$ cat config.mk
export PLATFORM = sky130hd
export DESIGN_NAME = byte_frame_accum_flat
export DESIGN_NICKNAME = d
export VERILOG_FILES = /design/src/rtl/byte_frame_accum_if.sv /design/src/rtl/byte_frame_accum.sv /design/src/flat_wrapper.sv
export SDC_FILE = /design/constraint.sdc
export NUM_CORES = 1
export LEC_CHECK = 0
export ABC_AREA = 1
export CAP_MARGIN = 20
export CORE_AREA = 2 2 62 93
export DETAILED_ROUTE_END_ITERATION = 12
export DIE_AREA = 0 0 64 95
export GPL_ROUTABILITY_DRIVEN = 0
export GPL_TIMING_DRIVEN = 0
export HOLD_SLACK_MARGIN = 0.05
export PLACE_DENSITY_LB_ADDON = 0.25
export SYNTH_ARGS = -nofsm -noshare
export SYNTH_HDL_FRONTEND = slang
export SYNTH_SLANG_ARGS = --single-unit
$ cat constraint.sdc
create_clock -name clk -period 2.5 [get_ports clk]
set_clock_uncertainty 0.1 [all_clocks]
set_input_delay 0.5 -clock clk [delete_from_list [all_inputs] [get_ports clk]]
set_output_delay 0.5 -clock clk [all_outputs]
set_load 0.03 [all_outputs]
$ cat src/rtl/byte_frame_accum_if.sv
// Byte-in / frame-result-out handshake bundle for byte_frame_accum.
// Latency: n/a (wiring only).
// Backpressure: in_valid/in_ready on the byte side, out_valid/out_ready on the result side.
//
// Signals:
//   in_valid, in_data[7:0], in_last : upstream byte and short-frame marker
//   in_ready                        : block accepts a byte this cycle
//   out_valid, out_xor[7:0], out_sum[15:0], out_count[7:0] : frame result
//   out_ready                       : downstream takes the result
//   evt                             : one-cycle frame-complete pulse
interface byte_frame_accum_if;
  logic        in_valid;
  logic        in_ready;
  logic [7:0]  in_data;
  logic        in_last;
  logic        out_valid;
  logic        out_ready;
  logic [7:0]  out_xor;
  logic [15:0] out_sum;
  logic [7:0]  out_count;
  logic        evt;

  // master: the side that feeds bytes and consumes results
  modport master (
    output in_valid, in_data, in_last, out_ready,
    input  in_ready, out_valid, out_xor, out_sum, out_count, evt
  );

  // slave: the accumulator itself
  modport slave (
    input  in_valid, in_data, in_last, out_ready,
    output in_ready, out_valid, out_xor, out_sum, out_count, evt
  );
endinterface

$ cat src/rtl/byte_frame_accum.sv
// Accumulates XOR, sum and count of bytes over a frame of FRAME_LEN bytes (or shorter, ended by in_last).
// Latency: result valid the cycle after the final byte is accepted; min frame period FRAME_LEN+1.
// Backpressure: in_ready drops while a result is held; result held stable until out_ready.
//
// Ports:
//   clk  : single clock, rising edge
//   rst  : synchronous active-high reset
//   bus  : byte_frame_accum_if.slave (byte input handshake, result output handshake, evt pulse)
module byte_frame_accum #(
  parameter int unsigned FRAME_LEN = 4  // bytes per frame, 1..255
) (
  input  logic                     clk,
  input  logic                     rst,
  byte_frame_accum_if.slave        bus
);

  localparam logic [7:0] FRAME_LEN_B = 8'(FRAME_LEN);

  typedef enum logic [1:0] {
    IDLE   = 2'd0,
    ACCUM  = 2'd1,
    REPORT = 2'd2
  } state_t;

  state_t      state_q, state_d;
  logic [7:0]  acc_xor_q, acc_xor_d;
  logic [15:0] acc_sum_q, acc_sum_d;
  logic [7:0]  acc_count_q, acc_count_d;
  logic        evt_q;
  logic        in_report;
  logic        accept;

  assign in_report = (state_q == REPORT);
  assign accept    = bus.in_valid && !in_report;

  // Next-state and accumulator update
  always_comb begin
    state_d     = state_q;
    acc_xor_d   = acc_xor_q;
    acc_sum_d   = acc_sum_q;
    acc_count_d = acc_count_q;

    case (state_q)
      IDLE, ACCUM: begin
        if (accept) begin
          if (state_q == IDLE) begin
            // first byte of a frame loads rather than accumulates
            acc_xor_d   = bus.in_data;
            acc_sum_d   = {8'h00, bus.in_data};
            acc_count_d = 8'd1;
          end else begin
            acc_xor_d   = acc_xor_q ^ bus.in_data;
            acc_sum_d   = acc_sum_q + {8'h00, bus.in_data};
            acc_count_d = acc_count_q + 8'd1;
          end
          // decision uses the updated count, so FRAME_LEN=1 reports every byte
          if ((acc_count_d == FRAME_LEN_B) || bus.in_last) begin
            state_d = REPORT;
          end else begin
            state_d = ACCUM;
          end
        end
      end

      REPORT: begin
        // in_ready is low here, so consuming a result never overlaps a new accept
        if (bus.out_ready) begin
          state_d     = IDLE;
          acc_xor_d   = 8'h00;
          acc_sum_d   = 16'h0000;
          acc_count_d = 8'h00;
        end
      end

      default: begin
        state_d = IDLE;
      end
    endcase
  end

  always_ff @(posedge clk) begin
    if (rst) begin
      state_q     <= IDLE;
      acc_xor_q   <= 8'h00;
      acc_sum_q   <= 16'h0000;
      acc_count_q <= 8'h00;
      evt_q       <= 1'b0;
    end else begin
      state_q     <= state_d;
      acc_xor_q   <= acc_xor_d;
      acc_sum_q   <= acc_sum_d;
      acc_count_q <= acc_count_d;
      // pulse only on the transition into REPORT, not while it is held
      evt_q       <= (state_d == REPORT) && !in_report;
    end
  end

  assign bus.in_ready  = !in_report;
  assign bus.out_valid = in_report;
  assign bus.out_xor   = in_report ? acc_xor_q   : 8'h00;
  assign bus.out_sum   = in_report ? acc_sum_q   : 16'h0000;
  assign bus.out_count = in_report ? acc_count_q : 8'h00;
  assign bus.evt       = evt_q;

endmodule

$ cat src/flat_wrapper.sv
// flat-port wrapper written by rule: the top's interface ports become plain ports
module byte_frame_accum_flat 
#(
  parameter int unsigned FRAME_LEN = 4                            
)
  (clk, rst, bus_in_valid, bus_in_data, bus_in_last, bus_out_ready, bus_in_ready, bus_out_valid, bus_out_xor, bus_out_sum, bus_out_count, bus_evt);
  byte_frame_accum_if bus_i ();
  input  logic clk;
  input  logic rst;
  input wire logic [$bits(bus_i.in_valid)-1:0] bus_in_valid;
  input wire logic [$bits(bus_i.in_data)-1:0] bus_in_data;
  input wire logic [$bits(bus_i.in_last)-1:0] bus_in_last;
  input wire logic [$bits(bus_i.out_ready)-1:0] bus_out_ready;
  output wire logic [$bits(bus_i.in_ready)-1:0] bus_in_ready;
  output wire logic [$bits(bus_i.out_valid)-1:0] bus_out_valid;
  output wire logic [$bits(bus_i.out_xor)-1:0] bus_out_xor;
  output wire logic [$bits(bus_i.out_sum)-1:0] bus_out_sum;
  output wire logic [$bits(bus_i.out_count)-1:0] bus_out_count;
  output wire logic [$bits(bus_i.evt)-1:0] bus_evt;
  assign bus_i.in_valid = bus_in_valid;
  assign bus_i.in_data = bus_in_data;
  assign bus_i.in_last = bus_in_last;
  assign bus_i.out_ready = bus_out_ready;
  assign bus_in_ready = bus_i.in_ready;
  assign bus_out_valid = bus_i.out_valid;
  assign bus_out_xor = bus_i.out_xor;
  assign bus_out_sum = bus_i.out_sum;
  assign bus_out_count = bus_i.out_count;
  assign bus_evt = bus_i.evt;
  byte_frame_accum #(.FRAME_LEN(FRAME_LEN)) u_core (.clk(clk), .rst(rst), .bus(bus_i));
endmodule
==> results of run 1 <==
power breakdown:
| group | total (uW) | internal (uW) | switching, uW |
|---|---|---|---|
| Sequential | 617 | 591 | 26.1 |
| Combinational | 360 | 126 | 234 |
| Clock | 456 | 252 | 205 |
flip-flops by register name, indices dropped and copies added, names as in the netlist:
name and flops:
u_core.bus.evt 1, u_core.state_q 2, u_core.acc_xor_q 8, u_core.acc_sum_q 16
u_core.acc_count_q 8
kinds of logic (layout without fill, tap and decap cells):
kind of cell             count (synthesis)  in the layout  share of synthesized area
flip-flops                              35             35                     0.3035
XOR/XNOR                                 1              1                   0.003795
adder cells (fa/ha/maj)                 10             10                    0.05745
buffers and inverters                   68            123                     0.1176
AND/OR/NAND/NOR                        166            166                     0.3084
AO/OA/AOI/OAI                           82             82                     0.2092
cell type report:
cell class	count	area, sq um
repair buffers	47	396.6
clock buffers	8	100.1
fillers	562	2416
flip-flops and latches	35	701.9
well taps	70	87.58
multi-input cells	259	1351
plain buffers	14	70.07
inverters	54	202.7
through the flow:
step / utilization / hold slack [ns] / std cells / worst slack, ns / TNS, ns
6_report: 0.5464 / 0.4005 / 487 / 0.1334 / 0
5_1_grt: 0.5464 / 0.4298 / 487 / 0.004044 / 0
4_1_cts: 0.5511 / 0.4008 / 487 / 0.003540 / 0
3_5_place_dp: 0.5382 / 0.3883 / 479 / -0.1577 / -1.831
2_1_floorplan: - / 0.3553 / 362 / 0.06534 / 0
3_3_place_gp: 0.5382 / 0.3685 / 479 / -0.1563 / -1.400
metal layers:
layer / part of all wire / wire length [um] / up-vias
li1: - / - / 1296
met1: 0.41 / 2627 / 1162
met4: 0.023 / 143 / 0
met2: 0.52 / 3324 / 53
met3: 0.039 / 249 / 11
met5: 0 / 0 / -
Yosys cell counts:
| cell type | instances | area, sq um |
|---|---|---|
| sky130_fd_sc_hd__nand2_1 | 67 | 251.5 |
| sky130_fd_sc_hd__nor2_1 | 57 | 214.0 |
| sky130_fd_sc_hd__inv_1 | 49 | 183.9 |
| sky130_fd_sc_hd__dfxtp_1 | 35 | 700.7 |
| sky130_fd_sc_hd__a21oi_1 | 34 | 170.2 |
| sky130_fd_sc_hd__nand3_1 | 21 | 105.1 |
| sky130_fd_sc_hd__o21ai_0 | 16 | 80.08 |
| sky130_fd_sc_hd__ha_1 | 9 | 112.6 |
| sky130_fd_sc_hd__a31oi_1 | 8 | 50.05 |
| sky130_fd_sc_hd__o211ai_1 | 8 | 60.06 |
| sky130_fd_sc_hd__a211oi_1 | 7 | 52.55 |
| sky130_fd_sc_hd__buf_2 | 7 | 35.03 |
| sky130_fd_sc_hd__clkbuf_1 | 6 | 22.52 |
| sky130_fd_sc_hd__nand3b_1 | 6 | 45.04 |
| sky130_fd_sc_hd__nand4_1 | 5 | 31.28 |
| sky130_fd_sc_hd__inv_2 | 4 | 15.01 |
| sky130_fd_sc_hd__a221oi_1 | 3 | 26.28 |
| sky130_fd_sc_hd__nor2_2 | 3 | 18.77 |
| sky130_fd_sc_hd__nor3_1 | 3 | 15.01 |
| sky130_fd_sc_hd__a21boi_0 | 2 | 15.01 |
| sky130_fd_sc_hd__nand2_2 | 2 | 12.51 |
| sky130_fd_sc_hd__a21o_1 | 1 | 7.510 |
| sky130_fd_sc_hd__buf_6 | 1 | 11.26 |
| sky130_fd_sc_hd__clkinv_1 | 1 | 3.750 |
| sky130_fd_sc_hd__fa_1 | 1 | 20.02 |
| sky130_fd_sc_hd__nor4_2 | 1 | 12.51 |
| sky130_fd_sc_hd__o21ai_1 | 1 | 5.000 |
| sky130_fd_sc_hd__o21ai_2 | 1 | 8.760 |
| sky130_fd_sc_hd__o21bai_1 | 1 | 7.510 |
| sky130_fd_sc_hd__or2_2 | 1 | 6.260 |
| sky130_fd_sc_hd__xnor2_1 | 1 | 8.760 |
critical path, stage by stage (launching register included):
cell	delay (ns)
sky130_fd_sc_hd__dfxtp_1	0.35
sky130_fd_sc_hd__inv_2	0.08
sky130_fd_sc_hd__nor2_2	0.17
sky130_fd_sc_hd__inv_1	0.09
sky130_fd_sc_hd__clkbuf_2	0.23
sky130_fd_sc_hd__nor2_1	0.15
sky130_fd_sc_hd__dlygate4sd2_1	0.42
worst max-delay path by stage:
stage / startpoint / cells past startpoint / to / slack (ns)
floorplan: u_core.state_q[1]$_SDFF_PP0_ / 5 / bus_out_sum[13] / 0.07
global placement: u_core.state_q[0]$_SDFF_PP0_ / 6 / bus_out_sum[4] / -0.16
detailed placement: bus_in_data[0] / 10 / u_core.acc_sum_q[10]$_SDFFE_PP0P_ / -0.16
CTS: u_core.state_q[1]$_SDFF_PP0_ / 7 / bus_out_sum[12] / 0.004
global route: u_core.state_q[1]$_SDFF_PP0_ / 6 / bus_out_count[5] / 0.004
finish: u_core.state_q[1]$_SDFF_PP0_ / 6 / bus_out_xor[5] / 0.13
==> results list, run 1 <==
- Total power for the finished layout comes to 1434 uW.
* Post_cts resized: 40
- In this run, synthesis produced a sequential element count of 35.
- Share of final-layout standard cells stronger than drive strength 1: 0.1031
* Final std cell area, no fill: 0.002910 sq mm
- The count of buffers added on input and output ports is 47.
- At the worst endpoint, the arrival time is 1.77 ns.
- Worst Setup End Kind: primary output
* Largest net degree at the start of global routing: 11
- The routed design has 6345 um of wire.
- Total I/O pin count: 48
- For this design, the CTS-stage hold fixing added 0 buffers.
- Ant. Diodes: 0
- Detailed Route Iter0 Violations: 88
- Met1 Track Usage GR: 0.2381
- Number of global-route vias before repair: 2298
* X dimension of the die: 64 um
- After clock tree synthesis, the clock-pin slew on the worst setup and hold paths is 0.07 ns.
- In this run, CTS created clock tree buffers numbering 5.
- Number of routed nets with antenna violations: 0
- Dividing the detail-routed via count by the number of cells gives 5.179.
- In this run, distinct cell masters in the synthesized netlist total 31.
* Critical hold path startpoint: u_core.acc_count_q[0]$_SDFFE_PP0P_
- In this run the clock root is driven by a sky130_fd_sc_hd__clkbuf_8.
* Critical path startpoint category: register
* Worst flop-to-flop path endpoint: u_core.acc_sum_q[6]$_SDFFE_PP0P_
- Synthesis produced a netlist whose cell count is 362.
- After synthesis the cells add up to 0.002308 sq mm.
- Clock latency on the worst-skew pair, taken at its later pin, is 0.28 ns.
- Maximum count of clock buffers along a single path: 2
- The area growth from synthesis to layout is 26.07%.
- In this run the worst hold path is classified as reg -> reg.
* Wire length of the first global-routing pass: 10430 um
- The worst path in the final design needs a cycle of 2.367 ns, including I/O delays and setup.
- For flop-to-flop paths, the worst setup slack is 0.65 ns.
- In the routed design, unresolved DRC markers number 0.
* Most common cell after layout, fill and taps aside: sky130_fd_sc_hd__nand2_1
- Half-perimeter wire length after detailed placement: 4746 um
- Crit Reg-Reg Startpoint: u_core.acc_sum_q[0]$_SDFFE_PP0P_
* Initial antenna violation count: 0
* GR Overflow Total: 0
- The placed instances occupy a cell area of 0.002867 sq mm.
* Static leakage: 0.001234 uW
- The initial utilization of the core area, before any placement, comes to 0.4334.
- Most used cells in the layout excluding fill and tap cells: 67 x sky130_fd_sc_hd__nand2_1, 56 x sky130_fd_sc_hd__nor2_1, 49 x sky130_fd_sc_hd__inv_1
- Slew headroom: 0.5989
- Cells on worst reg2reg path: 8
- Max rail drop VDD: 0.3073 mV
- Number of buffers inserted by post-CTS setup repair: 0
- FP Rows: 33
* Max Clock Freq: 422.5 MHz
* Post-route clock period utilization: 0.9466
- In the global route stage, met3 resource usage came out at 0.03099.
- The final count of pins violating max slew was 0.
- Floorplan Core Area: 0.005326 sq mm
* Setup repair after global routing missed its margin: false
- For this run, the number of Yosys warnings is 0.
* Via Count: 2522
* Fin. Hold Viols: 0
- Number of sinks driven by the clock tree: 35
- Overall track demand over capacity in global routing: 0.2152
- Max Cap Violations: 0
* Busiest grt layer: met2
- Area of the die: 0.006080 sq mm
- Number of cells on the worst hold path: 2
- The critical path is of the reg -> out type.
* Proportion of synthesized chip area in sequential cells: 0.3035
- The H-tree generated during clock tree synthesis spans 2 levels.
* Pwr per Cell Area: 492.6 mW/mm^2
- Setup violations remaining at the end of the flow were counted as 0.
- In the global route stage, met2 resource usage came out at 0.4010.
- The worst hold path terminates at u_core.acc_count_q[0]$_SDFFE_PP0P_.
- Along the worst path, the maximum fanout reaches 10.
- Required arrival time at the worst endpoint: 1.90 ns
- Worst Max-Slew Pin Slew: 0.6017 ns
- 1st-pass router iterations: 5
* Final routed wire length divided by cell count: 13.03 um
* Vertical extent of the die: 95 um
- The run finished with clean final reports.
- The number of nets in the synthesized netlist is 385.
- TritonCTS built the clock tree.
* Fin nets: 439
- Synth Area per Inst: 6.377 sq um
Power figures use the tool's default switching activity.
==> inputs of run 2 (changes only) <==
--- a/config.mk
+++ b/config.mk
@@ -5,15 +5,16 @@
 export SDC_FILE = /design/constraint.sdc
 export NUM_CORES = 1
 export LEC_CHECK = 0
-export ABC_AREA = 1
+export ABC_AREA = 0
 export CAP_MARGIN = 20
-export CORE_AREA = 2 2 62 93
+export CORE_AREA = 2 2 61 91
 export DETAILED_ROUTE_END_ITERATION = 12
-export DIE_AREA = 0 0 64 95
+export DIE_AREA = 0 0 63 93
 export GPL_ROUTABILITY_DRIVEN = 0
 export GPL_TIMING_DRIVEN = 0
 export HOLD_SLACK_MARGIN = 0.05
 export PLACE_DENSITY_LB_ADDON = 0.25
+export SLEW_MARGIN = 40
 export SYNTH_ARGS = -nofsm -noshare
 export SYNTH_HDL_FRONTEND = slang
 export SYNTH_SLANG_ARGS = --single-unit
==> results list, run 2 <==
* Start point of the critical path: u_core.state_q[0]$_SDFF_PP0_
- 48 I/O pins were placed.
* Effective utilization at floorplan: 0.4360
* Worst setup path category: reg -> out
- Floorplan Core Area: 0.005085 sq mm
- Of the available clock period, the critical path in the final layout requires 0.9629.
- Summed over all instances, the cell type with the most area after synthesis is sky130_fd_sc_hd__dfxtp_1.
- The worst hold path begins at u_core.acc_sum_q[15]$_SDFFE_PP0P_.
* GR Overflow Total: 0
- Fraction of synthesis flops using an asynchronous set or reset pin: 0
- By instance count, the leading cell after synthesis is sky130_fd_sc_hd__dfxtp_1.
- Placed Cells incl. Taps: 400
* Leading post-synthesis cells by cell area: sky130_fd_sc_hd__dfxtp_1 32%, sky130_fd_sc_hd__and2_1 8.5%, sky130_fd_sc_hd__a21oi_1 7.2%
- Fin. Hold Viols: 0
- Max reg flops: 16
* Largest net degree at the start of global routing: 11
- The initial antenna violation count was 0.
- Share of total power consumed by net switching: 0.3016
- After layout, the minimum clock period comes to 2.407 ns.
- STA classifies the critical path endpoint as a primary output.
* Maximum count of clock buffers along a single path: 2
- After detailed routing, the number of vias per cell comes to 5.794.
- After the flow finishes, the layout carries non-filler instances totaling 407.
* Half-perimeter wire length after detailed placement: 4543 um
* Library cell appearing most often on the critical path: sky130_fd_sc_hd__buf_4
- # port buffers: 46
* Slew headroom: 0.6238
- Once the clock tree was built, the setup fixing pass inserted 0 buffers.
- In the final layout, the share of cells above drive strength 1 is 0.1622.
- Clock tree synthesis inserted a total of 5 buffers.
- Across every metal layer, demand over resource in global routing totals 0.2182.
- Final routed wire length divided by cell count: 15.60 um
* Clock-pin transition on the worst setup and hold timing paths: 0.07 ns
- Number of sinks driven by the clock tree: 35
* Crit Reg-Reg Startpoint: u_core.acc_sum_q[0]$_SDFFE_PP0P_
* Cells on worst reg2reg path: 7
* Static leakage: 0.001149 uW
* Register containing the most flip-flops in the final layout: u_core.acc_sum_q
* Number of H-tree levels: 2
* Max Cap Violations: 0
- Most used cells in the layout excluding fill and tap cells: 35 x sky130_fd_sc_hd__dfxtp_1, 31 x sky130_fd_sc_hd__a21oi_1, 30 x sky130_fd_sc_hd__and2_1
- Leading post-synthesis cells by instance count: 35 x sky130_fd_sc_hd__dfxtp_1, 32 x sky130_fd_sc_hd__a21oi_1, 30 x sky130_fd_sc_hd__and2_1
* Area of the die: 0.005859 sq mm
* Top cell family by delay on the critical path: buffers and inverters
- In this run the worst hold path is classified as reg -> reg.
* Setup repair after global routing missed its margin: true
- Synthesis produced a netlist with a net count of 309.
* Crit path cell chain: buf_4, inv_1, nand2_2, inv_2, buf_4, and2_1, clkdlybuf4s15_2
- Of the total power, combinational logic draws 0.228.
- Top flop regs: u_core.acc_sum_q (16), u_core.acc_count_q (8), u_core.acc_xor_q (8)
* Clock latency at the later pin of the worst-skew pair: 0.30 ns
- Count of distinct cell types in the synthesized netlist: 47
* FP Rows: 32
- Leaving out fill and tap cells, the most frequent cell in the layout is sky130_fd_sc_hd__dfxtp_1.
- Drt drc: 0
* Share of power burned in the clock network: 0.351
- Worst Max-Slew Pin Slew: 0.5642 ns
- The slowest stage of the critical path belongs to the cell sky130_fd_sc_hd__dfxtp_1.
* Slew Limit Fails: 0
- Root buffer cell: sky130_fd_sc_hd__clkbuf_8
- Counting instances, the worst hold path has a depth of 2.
* Critical path startpoint category: register
- Of the synthesized area, sequential elements account for 0.3160.
- The analysis attributes to net switching a power of 432.5 uW.
- Crit path buffers/inverters: 5
* Number of routed nets with antenna violations: 0
* Crit path depth: 7
- Via Count: 2358
- At the end of the flow the core is filled with cells to 0.5721.
- 0 antenna diodes ended up in the layout.
- Along the worst path, the maximum fanout reaches 10.
- Derived from the worst setup path, the maximum achievable clock frequency is 415.4 MHz.
* 1st-pass router iterations: 5
- Max rail drop VDD: 0.2733 mV
- Yosys mapped a number of flops with a built-in enable equal to 0.
- Yosys top cell area share: 0.3160
- Data arrival at the endpoint of the critical path: 1.81 ns
- Synthesis inferred 35 register bits.
- Fin nets: 362
- The via count of the first global-routing pass is 2207.
- Required arrival time at the worst endpoint: 1.90 ns
- After detailed routing, the total wire length is 6351 um.
* Total standard cell area after synthesis: 0.002217 sq mm
- Internal: 1002 uW
- From bottom edge to top edge, the die measures 93 um.
* Post-Syn Instances: 286
- Setup violations remaining at the end of the flow were counted as 0.
- TritonCTS built the clock tree.
- In the synthesized netlist the dominant register cell turns out to be sky130_fd_sc_hd__dfxtp_1.
* Detailed Route Iter0 Violations: 78
- Synth Area per Inst: 7.752 sq um
- Pwr per Cell Area: 493.0 mW/mm^2
- The run finished with clean final reports.
- Of the total power, registers draw 0.421.
- Maximum single-stage delay on the critical path: 0.32 ns
* Yosys warnings: 0
- The first global-routing pass estimated 9991 um of wire.
* X dimension of the die: 63 um
- Relative to the synthesized area, the layout overhead comes to 31.21%.
==> run 2: changes by cell type after synthesis, sizes merged, moves of 9 or more <==
cell / change
nand3: -17
clkbuf: +9
nor2: -34
and2: +30
inv: -45
nand2: -52
==> run 2: power by group through the flow <==
stage / sequential (uW) / combinational, uW / clock [uW]
after detailed placement: 615 / 297 / 0
final: 603 / 327 / 504
after CTS: 602 / 310 / 514
after global placement: 615 / 291 / 0
after global routing: 606 / 358 / 537
after floorplan: 611 / 203 / 0
==> run 2: through the flow <==
step	hold slack, ns	power, uW	worst slack [ns]	area [sq um]	TNS [ns]
2_1_floorplan	0.3441	813.7	0.1471	2217	0
3_3_place_gp	0.3590	905.7	-0.5035	2763	-9.266
3_5_place_dp	0.3679	912.9	-0.5833	2763	-10.88
4_1_cts	0.3782	1426	0.009241	2912	0
5_1_grt	0.3994	1501	-0.008189	2909	-0.01062
6_report	0.3756	1434	0.09276	2909	0
==> run 2: path summary, 6_finish.rpt <==
path	end	slack (ns)
worst max-delay path	bus_out_xor[1]	0.09
worst min register to register	u_core.acc_sum_q[15]$_SDFFE_PP0P_	0.38
worst max register to register	u_core.acc_sum_q[12]$_SDFFE_PP0P_	0.44
worst min-delay path	u_core.acc_sum_q[15]$_SDFFE_PP0P_	0.38
==> run 2: kinds of logic (layout without fill, tap and decap cells) <==
logic type	after synthesis	after routing	share of synthesized area
and+or+nand+nor	110	110	0.2664
AOI/OAI and AO/OA	94	94	0.2669
buffers and inverters	26	79	0.04684
adders and majority gates	10	10	0.05982
muxes	1	1	0.004515
xor gates and xnor gates	10	10	0.03950
DFF	35	35	0.3160
==> run 2: area by class of cell <==
cell class / instances / area (sq um)
timing repair buffer: 46 / 430.4
sequential: 35 / 700.7
tap: 68 / 85.08
multi-input combinational: 225 / 1474
buffer: 18 / 86.33
fill: 509 / 2176
clock buffer: 6 / 72.57
inverter: 8 / 30.03
clock inverter: 1 / 30.03
==> run 2: layer usage <==
metal / global-route usage / routed length, um / up-vias
met2: 0.4007 / 3365 / 61
met5: 0 / 0 / -
met4: 0.1426 / 191 / 0
met3: 0.03730 / 241 / 14
li1: - / - / 1138
met1: 0.2241 / 2552 / 1145
==> run 2: worst reg2reg max path: stages (launching register included) <==
cell and delay [ns]:
sky130_fd_sc_hd__dfxtp_1 0.34, sky130_fd_sc_hd__ha_2 0.21, sky130_fd_sc_hd__fa_1 0.43, sky130_fd_sc_hd__a21oi_2 0.23
sky130_fd_sc_hd__o21ai_2 0.10, sky130_fd_sc_hd__a31oi_4 0.29, sky130_fd_sc_hd__o21ai_0 0.14, sky130_fd_sc_hd__a21oi_1 0.14
==> run 2: repair_timing <==
item	in CTS	in global routing
resized for setup	79	37
pin swaps	1	4
hold buffers	0	0
setup endpoints to repair	41	40
==> inputs of run 3 (changes only) <==
--- a/config.mk
+++ b/config.mk
@@ -7,14 +7,16 @@
 export LEC_CHECK = 0
 export ABC_AREA = 0
 export CAP_MARGIN = 20
-export CORE_AREA = 2 2 61 91
+export CELL_PAD_IN_SITES_DETAIL_PLACEMENT = 1
+export CELL_PAD_IN_SITES_GLOBAL_PLACEMENT = 1
+export CORE_AREA = 2 2 67 100
 export DETAILED_ROUTE_END_ITERATION = 12
-export DIE_AREA = 0 0 63 93
+export DIE_AREA = 0 0 69 102
 export GPL_ROUTABILITY_DRIVEN = 0
 export GPL_TIMING_DRIVEN = 0
 export HOLD_SLACK_MARGIN = 0.05
 export PLACE_DENSITY_LB_ADDON = 0.25
-export SLEW_MARGIN = 40
+export SLEW_MARGIN = 20
 export SYNTH_ARGS = -nofsm -noshare
 export SYNTH_HDL_FRONTEND = slang
 export SYNTH_SLANG_ARGS = --single-unit
==> results list, run 3 (synthesis gave the netlist of run 2 again) <==
- Run status: complete, no violations
* Static leakage: 0.001153 uW
- The clock passes through at most 2 buffers.
- Vias per std cell: 5.709
- Max Cap Violations: 0
- Pwr per Cell Area: 471.8 mW/mm^2
* Cells on worst reg2reg path: 6
- Setup repair after global routing could not meet its margin everywhere.
- In this run the horizontal extent of the chip is 69 um.
- In the finished design, the share of the clock period the worst path needs comes to 0.9668.
- In this run the remaining antenna-violating nets after routing total 0.
- Summing all placed instances gives a cell area of 0.002770 sq mm.
- In the final routed layout, each cell accounts on average for 17.54 um.
* Data arrival at the endpoint of the critical path: 1.82 ns
- After the last flow step, the layout net total stands at 362.
* Vertical extent of the die: 102 um
- Floorplan Core Area: 0.006131 sq mm
* Placed Cells incl. Taps: 406
* Overall track demand over capacity in global routing: 0.2067
- Along the worst path, the maximum fanout reaches 10.
- Setup violations remaining at the end of the flow were counted as 0.
- Entering global routing, the biggest net connects 11 pins.
* TritonCTS buffer count: 5
- Worst Setup End Kind: primary output
- Clock latency on the worst-skew pair, taken at its later pin, is 0.29 ns.
- Clock-pin slew was measured on the worst setup and hold paths at 0.08 ns.
* Number of H-tree levels: 2
- TritonCTS built the clock tree.
* Number of cells on the worst hold path: 2
* FP Rows: 35
* Drt drc: 0
- Counting the fill cells in the layout gives 777.
- Area taken by multi-input logic gates: 0.001479 sq mm
- Combined flip-flop and latch cell area: 700.7 sq um
* Most common cell after layout, fill and taps aside: sky130_fd_sc_hd__dfxtp_1
* Total Power: 1376 uW
- The count of cells in the finished layout, fillers not included, comes to 413.
- Setup slack on the worst reg-to-reg path comes out at 0.43 ns.
- The library cells used most frequently in the layout, excluding fill and tap cells, are 35 x sky130_fd_sc_hd__dfxtp_1, 31 x sky130_fd_sc_hd__a21oi_1, 30 x sky130_fd_sc_hd__and2_1.
- Top layer used by detailed routing: met4
- For this design, the CTS-stage hold fixing added 0 buffers.
- Critical hold path startpoint: u_core.acc_sum_q[3]$_SDFFE_PP0P_
- Critical path startpoint category: register
* Number of global-route vias before repair: 2390
- In the final layout, the share of cells above drive strength 1 is 0.1681.
* Max reg flops: 16
- The path class of the tightest hold or removal check is reg -> reg.
- The final count of pins violating max slew came to 0.
- CTS placed an instance of sky130_fd_sc_hd__clkbuf_8 at the clock tree root.
- The die covers 0.007038 sq mm.
* Required arrival time at the worst endpoint: 1.90 ns
- The worst path needs 2.417 ns of the cycle, external delays included.
* Layout overhead on the synthesized area: 31.49%
- The worst path meets setup with 0.08307 ns of slack.
- Wl on met1: 2886 um
- Clock tree synthesis found a total of 35 sinks.
* Fin. Hold Viols: 0
- The largest registers in the layout are u_core.acc_sum_q (16), u_core.acc_count_q (8), u_core.acc_xor_q (8).
- Aggregate routed wire length: 7244 um
- The critical path is of the reg -> out type.
- During I/O placement, the number of pins put on the boundary was 48.
- The initial antenna violation count was 0.
* # port buffers: 46
* 1st-pass router iterations: 4
* Met3 Routed Length: 152 um
- GR Overflow Total: 0
* Worst min-delay path endpoint: u_core.acc_sum_q[3]$_SDFFE_PP0P_
- Met2 Routed Length: 4060 um
* Half-perimeter wire length after detailed placement: 5314 um
* Slew headroom: 0.6264
* Crit Reg-Reg Startpoint: u_core.acc_count_q[0]$_SDFFE_PP0P_
- For this configuration, the core starts out at a cell density of 0.3616.
- In this run the post-CTS setup repair buffer count came out at 0.
- The worst register-to-register path ends at u_core.state_q[0]$_SDFF_PP0_.
- Summing all non-filler instances in the final layout gives an area of 0.002915 sq mm.
- Register containing the most flip-flops in the final layout: u_core.acc_sum_q
- For the pin with the worst max-slew slack, the measured transition is 0.5604 ns.
- The worst-case IR drop observed on VDD is 0.3055 mV.
- Wire length of the first global-routing pass: 11790 um
- DP Worst Slack: -0.5459 ns
* Detailed Route Iter0 Violations: 71
- Timing would allow up to 413.7 MHz.
- Via Count: 2358
* Ant. Diodes: 0
## run 3: changes by cell type in the layout (fill, tap and decap cells not counted), sizes merged
cell	delta
clkbuf	+2
clkdlybuf4s15	+1
bufinv	-1
buf	-3
clkinv	+1
## run 3: per-stage QoR
| stage | hold slack [ns] | utilization | TNS, ns |
|---|---|---|---|
| after detailed placement | 0.3771 | 0.4518 | -13.16 |
| after CTS | 0.3883 | 0.4763 | 0 |
| after global routing | 0.4058 | 0.4755 | -0.03406 |
| final | 0.3833 | 0.4755 | 0 |
| after global placement | 0.3567 | 0.4518 | -10.69 |
| after floorplan | 0.3441 | - | 0 |
## run 3: worst max-delay path by stage
| stage | from | end | slack [ns] |
|---|---|---|---|
| finish | u_core.state_q[0]$_SDFF_PP0_ | bus_out_sum[13] | 0.08 |
| global route | bus_in_data[0] | u_core.acc_sum_q[8]$_SDFFE_PP0P_ | -0.03 |
| CTS | u_core.state_q[0]$_SDFF_PP0_ | bus_out_count[3] | 0.001 |
| detailed placement | bus_in_data[0] | u_core.acc_sum_q[12]$_SDFFE_PP0P_ | -0.55 |
| global placement | bus_in_data[0] | u_core.acc_sum_q[12]$_SDFFE_PP0P_ | -0.52 |
| floorplan | u_core.state_q[0]$_SDFF_PP0_ | bus_out_sum[12] | 0.15 |
## run 3: repair_timing
item                       4_1_cts  5_1_grt
pin swaps                        0        1
resized for setup               85       28
gates cloned                     0        0
setup endpoints to repair       40       41
## run 3: routing by layer
layer  GRT usage  vias up
met2      0.4120       33
met4     0.07994        0
met5           0        -
met1      0.2193     1178
met3     0.02465        8
li1            -     1139
## run 3: report_power, final
| part | total [uW] | internal [uW] | leakage, uW | switching, uW |
|---|---|---|---|---|
| Combinational | 336 | 127 | 0.000820 | 209 |
| Clock | 435 | 217 | 0.0000470 | 218 |
| Sequential | 604 | 583 | 0.000286 | 21.5 |
## run 3: worst max-delay path, cell delays in order, from the launching register on
cell and delay (ns):
sky130_fd_sc_hd__dfxtp_1 0.32, sky130_fd_sc_hd__buf_4 0.17, sky130_fd_sc_hd__inv_1 0.12, sky130_fd_sc_hd__nand2_2 0.13, sky130_fd_sc_hd__inv_4 0.12, sky130_fd_sc_hd__clkbuf_4 0.22, sky130_fd_sc_hd__and2_1 0.15, sky130_fd_sc_hd__clkdlybuf4s15_2 0.29
## run 3: cell type report
cell class,instances,share of cell area
clock inverters,1,0.001717
flip-flops and latches,35,0.2403
clock buffers,6,0.02833
multi-input cells,225,0.5073
plain buffers,18,0.02961
repair buffers,46,0.1498
well taps,74,0.03176
inverters,8,0.01116
